--- src/rtl/mem_access_unit.sv ---
// -----------------------------------------------------------------------------
// mem_access_unit
//   MEM-stage load/store sequencer sitting between the EX/MEM register and a
//   word-wide data memory with a registered read port. Byte and halfword loads
//   are extracted from the read word and sign- or zero-extended. Byte and
//   halfword stores are done as read-modify-write on the containing word.
//
// Ports
//   clock, reset          rising-edge clock, synchronous active-high reset
//   req_valid/req_ready   request handshake; ready only while idle
//   req_op                MIPS opcode (LB/LH/LW/LBU/LHU/SB/SH/SW)
//   req_addr              byte address
//   req_wdata             store data (SB: [7:0], SH: [15:0], SW: all)
//   load_data/load_valid  extended load result and its one-cycle strobe
//   store_done            one-cycle strobe once the store has been written
//   err                   one-cycle strobe for a rejected request
//   mem_address           registered word address to the data memory
//   mem_in_data           registered write data to the data memory
//   mem_write             registered write enable to the data memory
//   mem_out_data          read word, valid the cycle after a non-write edge
// -----------------------------------------------------------------------------
module mem_access_unit #(
    parameter int ADDR_W     = 11,
    parameter bit BIG_ENDIAN = 1'b1
) (
    input  logic              clock,
    input  logic              reset,
    input  logic              req_valid,
    output logic              req_ready,
    input  logic [5:0]        req_op,
    input  logic [31:0]       req_addr,
    input  logic [31:0]       req_wdata,
    output logic [31:0]       load_data,
    output logic              load_valid,
    output logic              store_done,
    output logic              err,
    output logic [ADDR_W-1:0] mem_address,
    output logic [31:0]       mem_in_data,
    output logic              mem_write,
    input  logic [31:0]       mem_out_data
);

    localparam logic [5:0] OP_LB  = 6'b100000;
    localparam logic [5:0] OP_LH  = 6'b100001;
    localparam logic [5:0] OP_LW  = 6'b100011;
    localparam logic [5:0] OP_LBU = 6'b100100;
    localparam logic [5:0] OP_LHU = 6'b100101;
    localparam logic [5:0] OP_SB  = 6'b101000;
    localparam logic [5:0] OP_SH  = 6'b101001;
    localparam logic [5:0] OP_SW  = 6'b101011;

    typedef enum logic [1:0] {S_IDLE, S_RD, S_RSP, S_WR} state_t;

    state_t      state_reg, state_next;
    logic [5:0]  op_reg;
    logic [1:0]  off_reg;
    logic [15:0] wdata_reg;    // only SB/SH need the latched data

    logic        accept;
    logic        req_err;
    logic        op_known, op_half, op_word;
    logic        op_reg_is_load;
    logic [4:0]  byte_sh, half_sh;
    logic [7:0]  byte_val;
    logic [15:0] half_val;
    logic [31:0] load_ext;
    logic [31:0] merged;

    // ---------------------------------------------------------------- decode
    always_comb begin
        op_known = 1'b0;
        op_half  = 1'b0;
        op_word  = 1'b0;
        case (req_op)
            OP_LB, OP_LBU, OP_SB: op_known = 1'b1;
            OP_LH, OP_LHU, OP_SH: begin op_known = 1'b1; op_half = 1'b1; end
            OP_LW, OP_SW:         begin op_known = 1'b1; op_word = 1'b1; end
            default:              op_known = 1'b0;
        endcase
    end

    // Any address bit above the memory's reach makes the request invalid.
    always_comb begin
        req_err = !op_known
               || ((req_addr >> (ADDR_W + 2)) != 32'd0)
               || (op_half && req_addr[0])
               || (op_word && (req_addr[1:0] != 2'b00));
    end

    assign accept         = req_valid && req_ready;
    assign op_reg_is_load = !op_reg[3];   // loads are 100xxx, stores 101xxx

    // ---------------------------------------------------- lane extraction
    // Big-endian puts byte offset 0 in the top lane, so the shift is
    // (3-off)*8 for bytes and (2-off)*8 for halves; little-endian is off*8.
    always_comb begin
        if (BIG_ENDIAN) begin
            byte_sh = {~off_reg, 3'b000};
            half_sh = {~off_reg[1], 4'b0000};
        end else begin
            byte_sh = {off_reg, 3'b000};
            half_sh = {off_reg[1], 4'b0000};
        end
    end

    assign byte_val = mem_out_data[byte_sh +: 8];
    assign half_val = mem_out_data[half_sh +: 16];

    always_comb begin
        load_ext = mem_out_data;
        case (op_reg)
            OP_LB:   load_ext = {{24{byte_val[7]}}, byte_val};
            OP_LBU:  load_ext = {24'd0, byte_val};
            OP_LH:   load_ext = {{16{half_val[15]}}, half_val};
            OP_LHU:  load_ext = {16'd0, half_val};
            default: load_ext = mem_out_data;
        endcase
    end

    // Replace only the addressed lane(s) of the old word.
    always_comb begin
        if (op_reg == OP_SH)
            merged = (mem_out_data & ~(32'h0000_FFFF << half_sh))
                   | ({16'd0, wdata_reg} << half_sh);
        else
            merged = (mem_out_data & ~(32'h0000_00FF << byte_sh))
                   | ({24'd0, wdata_reg[7:0]} << byte_sh);
    end

    // ------------------------------------------------------ state register
    always_ff @(posedge clock) begin
        if (reset)
            state_reg <= S_IDLE;
        else
            state_reg <= state_next;
    end

    // ------------------------------------------------------ next state
    always_comb begin
        state_next = state_reg;
        case (state_reg)
            S_IDLE: if (accept && !req_err)
                        state_next = (req_op == OP_SW) ? S_WR : S_RD;
            S_RD:   state_next = S_RSP;
            S_RSP:  state_next = op_reg_is_load ? S_IDLE : S_WR;
            S_WR:   state_next = S_IDLE;
            default: state_next = S_IDLE;
        endcase
    end

    // ------------------------------------------------------ outputs
    always_comb begin
        req_ready = (state_reg == S_IDLE);
    end

    // Registered datapath and strobes; the strobes default low every cycle.
    always_ff @(posedge clock) begin
        if (reset) begin
            op_reg      <= 6'd0;
            off_reg     <= 2'd0;
            wdata_reg   <= 16'd0;
            mem_address <= '0;
            mem_in_data <= 32'd0;
            mem_write   <= 1'b0;
            load_data   <= 32'd0;
            load_valid  <= 1'b0;
            store_done  <= 1'b0;
            err         <= 1'b0;
        end else begin
            load_valid <= 1'b0;
            store_done <= 1'b0;
            err        <= 1'b0;
            case (state_reg)
                S_IDLE: if (accept) begin
                    if (req_err) begin
                        err <= 1'b1;
                    end else begin
                        op_reg      <= req_op;
                        off_reg     <= req_addr[1:0];
                        wdata_reg   <= req_wdata[15:0];
                        mem_address <= req_addr[ADDR_W+1:2];
                        if (req_op == OP_SW) begin
                            mem_in_data <= req_wdata;
                            mem_write   <= 1'b1;
                        end else begin
                            mem_write   <= 1'b0;
                        end
                    end
                end
                S_RSP: begin
                    if (op_reg_is_load) begin
                        load_data  <= load_ext;
                        load_valid <= 1'b1;
                    end else begin
                        mem_in_data <= merged;
                        mem_write   <= 1'b1;
                    end
                end
                S_WR: begin
                    mem_write  <= 1'b0;
                    store_done <= 1'b1;
                end
                default: ;
            endcase
        end
    end

endmodule

--- config.mk ---
export PLATFORM = sky130hd
export DESIGN_NAME = mem_access_unit
export DESIGN_NICKNAME = d
export VERILOG_FILES = /design/src/rtl/mem_access_unit.sv
export SDC_FILE = /design/constraint.sdc
export NUM_CORES = 1
export LEC_CHECK = 0
export ABC_CLOCK_PERIOD_IN_PS = 3400
export CAP_MARGIN = 30
export CELL_PAD_IN_SITES_DETAIL_PLACEMENT = 0
export CELL_PAD_IN_SITES_GLOBAL_PLACEMENT = 2
export CORE_UTILIZATION = 28
export DETAILED_ROUTE_END_ITERATION = 10
export PLACE_DENSITY = 0.87
export SETUP_SLACK_MARGIN = 0.2
export SLEW_MARGIN = 20
export SYNTH_ARGS = -nofsm -noshare
export SYNTH_HDL_FRONTEND = slang
export SYNTH_SLANG_ARGS = --single-unit
--- constraint.sdc ---
create_clock -name clock -period 3.4 [get_ports clock]
set_clock_uncertainty 0.2 [all_clocks]
set_input_delay 0.68 -clock clock [delete_from_list [all_inputs] [get_ports clock]]
set_output_delay 0.68 -clock clock [all_outputs]
set_load 0.02 [all_outputs]
==> out/metrics.csv <==
metric;value;unit
Port Buf Inserts;184;
hold buffer count at CTS;0;
outcome;complete, no violations;
CTS buffer count;9;
DRC;0;
global-route wire length before repair;30570;um
Vias;5525;
Worst-path clk slew;0.07;ns
WHS;0.2732;ns
Post-CTS Setup Bufs;0;
Inserted Diodes;0;
ys flop type;dfxtp_1;
HP Class;register to register;
Die Y;142.7;um
initial antenna violation count;0;
fmax;0.3476;GHz
CTS tree;built;
CP Max Fanout;21;
total wire length;20060;um
Total Power;2.720;mW
dpl hpwl;14510;um
design area;8021;sq um
dpl ws;0.1961;ns
Iter 0 DRT Violations;406;
chip width;142.7;um
cts repair resizes;0;
Inst Count DP;1061;
Tot GR Track Use;0.1981;
Synthesis Warnings;0;
Critical Path Start Type;register;
Yosys cell types;48;
synth top area cells;dfxtp_1 38%, mux2i_1 7.2%, nor2_1 6.0%;
Yosys reg bits;105;
Core ar.;19460;sq um
RSZ-0062 raised after global routing;false;
Syn Nets;754;
Root Buffer;clkbuf_16;
number of fill cells;1974;
syn_area_per_cell;8.539;sq um
largest net degree at the start of global routing;66;
CTS sink count;105;
max_cap viols;0;
commonest non-fill, non-tap cells in the layout;183 x clkdlybuf4s50_1, 105 x dfxtp_1, 87 x nor2_1, 55 x nand2_1, 44 x o21ai_0;
commonest non-fill, non-tap cell in the layout;clkdlybuf4s50_1;
later-pin clock latency in the skew report;0.36;ns
cell taking the most area after synthesis;dfxtp_1;
Clock Path Buffers;2;
Core Rows;51;
Slew HR;0.4366;
fin nets;912;
CP Class;register to register;
final setup margin;0.5230;ns
area of the multi-input gates;3199;sq um
Ports;185;
Worst setup EP type;register;
VDD IR max;232.3;uV
CTS H-tree lvls;3;
Non-Filler Instances;1077;
number of synthesized flops with an enable pin;0;
Routed wire per std cell;18.62;um
Critical Path RT;3.50;ns
remaining global-route overflow;0;
setup TNS;0;ns
Least-Margin Pin Slew;0.8238;ns
Pwr Density;339.1;nW/um^2
ys async rst share;0;
Max Slew Vio Count;0;
Starting Density;0.2847;
Synth top area share;0.3793;
die area;20360;sq um
sequential area share after synthesis;0.3793;
ratio of cells with drive above 1 in the final layout;0.08990;
Fin. Hold Viols;0;
Leakage;2.816;nW
drt via density;5.130;
Post-Syn Instances;649;
Worst Path Arrival;2.98;ns
Syn-to-layout area delta;44.75;%
register area;2102;sq um
DRT antenna net count;0;
Syn Std Cell Area;5542;sq um
final setup vio count;0;
DR pass1 iterations;5;
DP Area;7677;sq um
period utilization;0.8462;
routability cong.;0.8023;
minimum clock period;2.877;ns
Final Util;0.4122;
vias in the first global route;5213;
==> synth_stat cells, drive strengths merged, types with 2 or more instances <==
cell     instances
a2111oi         17
a22oi            8
nor2b           18
nand2b          18
a211oi          25
clkbuf          48
nor3             5
o21ai           44
or2              9
mux4             8
buf             10
nand2           55
nor4             6
inv              5
o22ai            2
nand4b           2
a211o           16
mux2i           40
mux2            18
o221ai           2
dfxtp          105
nand3            3
a21oi           41
nand4           35
a311oi           7
nor2            88
==> where the power goes <==
group / leakage, nW / internal, mW / switching (mW) / total, mW
logic: 1.80 / 0.151 / 0.118 / 0.269
registers: 0.845 / 1.23 / 0.000163 / 1.23
clock network: 0.172 / 0.736 / 0.486 / 1.22
total: 2.82 / 2.12 / 0.604 / 2.72
==> area by class of cell <==
class | instances | share of cell area
sequential | 105 | 0.2621
clock buffer | 10 | 0.02979
clock inverter | 6 | 0.01310
tap | 265 | 0.04134
multi-input combinational | 480 | 0.3988
inverter | 6 | 0.002808
timing repair buffer | 205 | 0.2521
==> worst paths after layout <==
| check | cells past startpoint | start | endpoint | slack (ns) |
|---|---|---|---|---|
| setup / recovery | 5 | op_reg[1] | mem_in_data[10] | 0.52 |
| setup reg to reg | 5 | op_reg[1] | mem_in_data[10] | 0.52 |
| hold / removal | 2 | mem_address[2] | mem_address[2] | 0.27 |
| hold reg to reg | 2 | mem_address[2] | mem_address[2] | 0.27 |
==> logic make-up after synthesis <==
kind of cell / after synthesis / share of synthesized area
buf+inv: 64 / 0.04877
flops: 105 / 0.3793
mux: 66 / 0.1413
simple gates: 246 / 0.2226
compound gates: 168 / 0.2079
==> layer usage <==
layer | track usage | wire (um) | up-vias
li1 | - | - | 2699
met1 | 0.2816 | 9689 | 2593
met2 | 0.2982 | 8624 | 217
met3 | 0.04863 | 1541 | 16
met4 | 0.04697 | 203 | 0
met5 | 0 | 0 | -
==> worst max-delay path, cell delays in order (launching register included) <==
cell and delay, ns:
dfxtp_1 0.34, or3b_4 0.56, nor3_4 0.54, mux2i_1 0.17, a2111oi_0 0.75, mux2_1 0.24
(Power assumes the default switching activity.)
==> RTL change (config.mk and constraints unchanged) <==
The parameter `BIG_ENDIAN` goes from 1'b1 to 1'b0.
--- a/src/rtl/mem_access_unit.sv
+++ b/src/rtl/mem_access_unit.sv
@@ -22,5 +22,5 @@
 module mem_access_unit #(
     parameter int ADDR_W     = 11,
-    parameter bit BIG_ENDIAN = 1'b1
+    parameter bit BIG_ENDIAN = 1'b0
 ) (
     input  logic              clock,
Behaviour: not the same (Yosys sat finds a counterexample within 4 cycles, from zero or initial values and one cycle with reset high).
==> RTL change against the unedited design <==
- sequential cell count unchanged
- design area up 0.31%
- critical path depth up 3
- area after synthesis up 0.72%
- power down 5.1%
- non-clock buffer count up 6
- sequential power about the same
- worst setup slack about the same
- wire length down 0.26%
==> RTL change: results <==
group,metric,value,unit
global_route,use_met3,0.0399,
synthesis,seq_area_frac_synth,0.377,
placement,gp_congestion,0.763,
global_route,antenna_found_initial,2,
cells_and_area,multi_input_area,3210,um^2
clock_network,clockBufferDepth,2,
global_route,grt_pass1_vias,5229,
routing,vias,5434,
cells_and_area,fillers,2010,
clock_network,clock_latency,0.35,ns
synthesis,yosysWarnings,0,
global_route,grt_use_total,0.197,
global_route,grt_pass1_wl,30300,um
synthesis,ys.flop_type,"dfxtp_1",
min_path,whs_path_depth,2,
routing,first_iter_violations,372,
worst_setup_path,startpoint,"req_op[0]",
cells_and_area,fin_nets,918,
power,intPower,1.96,mW
worst_setup_path,cp_max_fo,18,
worst_setup_path,endpoint,"mem_in_data[7]",
synthesis,netlist_top_cells_area,"dfxtp_1 38%, mux2i_1 7.2%, nor2_1 5.9%",
sta,worstMarginPinSlew,0.925,ns
worst_setup_path,timing.rr.end,"mem_in_data[14]",
status,status,"finished, final reports clean",
worst_setup_path,rrSetupSlack,0.69,ns
cells_and_area,drive_gt1_frac,0.0917,
synthesis,ys_async_sr_fraction,0,
placement,io_buffers,184,
synthesis,yosysUniqueCellTypes,52,
global_route,grt_max_degree,53,
placement,hpwl,14600,um
worst_setup_path,reg2reg_depth,5,
power,ir_worst_vdd,0.000225,V
synthesis,synth_nets,757,
worst_setup_path,worstPathArrival,2.96,ns
global_route,use_met2,0.305,
placement,placed_cell_area,7740,um^2
synthesis,netlist_top_cells_count,"105 x dfxtp_1, 87 x nor2_1, 49 x clkbuf_1, 48 x nand2_1",
clock_network,htreeDepth,3,
clock_network,cts_setup_buffers,0,
clock_network,root_buffer,"clkbuf_16",
global_route,grt.met1_usage,0.277,
power,power_leakage,2.87,nW
worst_setup_path,timing.rr.start,"op_reg[1]",
routing,wirelength,20000,um
routing,firstDrtPassIters,4,
clock_network,cts-resized-gates,0,
## RTL change: metrics by stage
stage	worst slack (ns)	std cells
global placement	0.204	1067
floorplan	0.905	652
CTS	0.519	1083
global route	0.375	1085
finish	0.523	1085
detailed placement	0.142	1067
## RTL change: logic make-up after synthesis
family	share of synthesized area
and+or+nand+nor	0.215
buffers and inverters	0.0534
muxes	0.140
DFF	0.377
AOI/OAI and AO/OA	0.214
## RTL change: worst max-delay path, cell delays in order
cell             delay (ns)
clkdlybuf4s50_1        0.52
nand2b_1               0.20
nand4b_1               0.15
nor4_1                 0.08
buf_4                  0.15
a21boi_4               0.54
buf_4                  0.40
mux2i_1                0.22
## RTL change: power by group through the flow
stage	clock, mW	sequential (mW)	combinational (mW)
2_1_floorplan	0	1.26	0.0831
3_3_place_gp	0	1.26	0.266
3_5_place_dp	0	1.26	0.264
4_1_cts	1.12	1.23	0.266
5_1_grt	1.16	1.23	0.284
6_report	1.09	1.23	0.266
## RTL change: area by class of cell
cell class / instances / share of cell area
Inverter: 13 / 0.00606
Tap cell: 265 / 0.0412
Timing Repair Buffer: 211 / 0.254
Clock buffer: 9 / 0.0280
Sequential cell: 105 / 0.261
Antenna cell: 2 / 0.000622
Clock inverter: 7 / 0.00995
Multi-Input combinational cell: 473 / 0.399
## RTL change: worst min path at each step
stage,startpoint,to,slack [ns]
after floorplan,op_reg[5],op_reg[5],0.23
after global routing,mem_in_data[3],mem_in_data[3],0.30
after detailed placement,op_reg[5],op_reg[5],0.25
after CTS,op_reg[5],op_reg[5],0.26
final,op_reg[5],op_reg[5],0.25
after global placement,op_reg[5],op_reg[5],0.24
## RTL change: per-layer routing
layer  share of wire  routed length, um  up-vias
met1            0.48               9640     2547
met4           0.013                261        0
met2            0.45               9030      162
met3           0.054               1080       15
met5               0                  0        -
li1                -                  -     2710
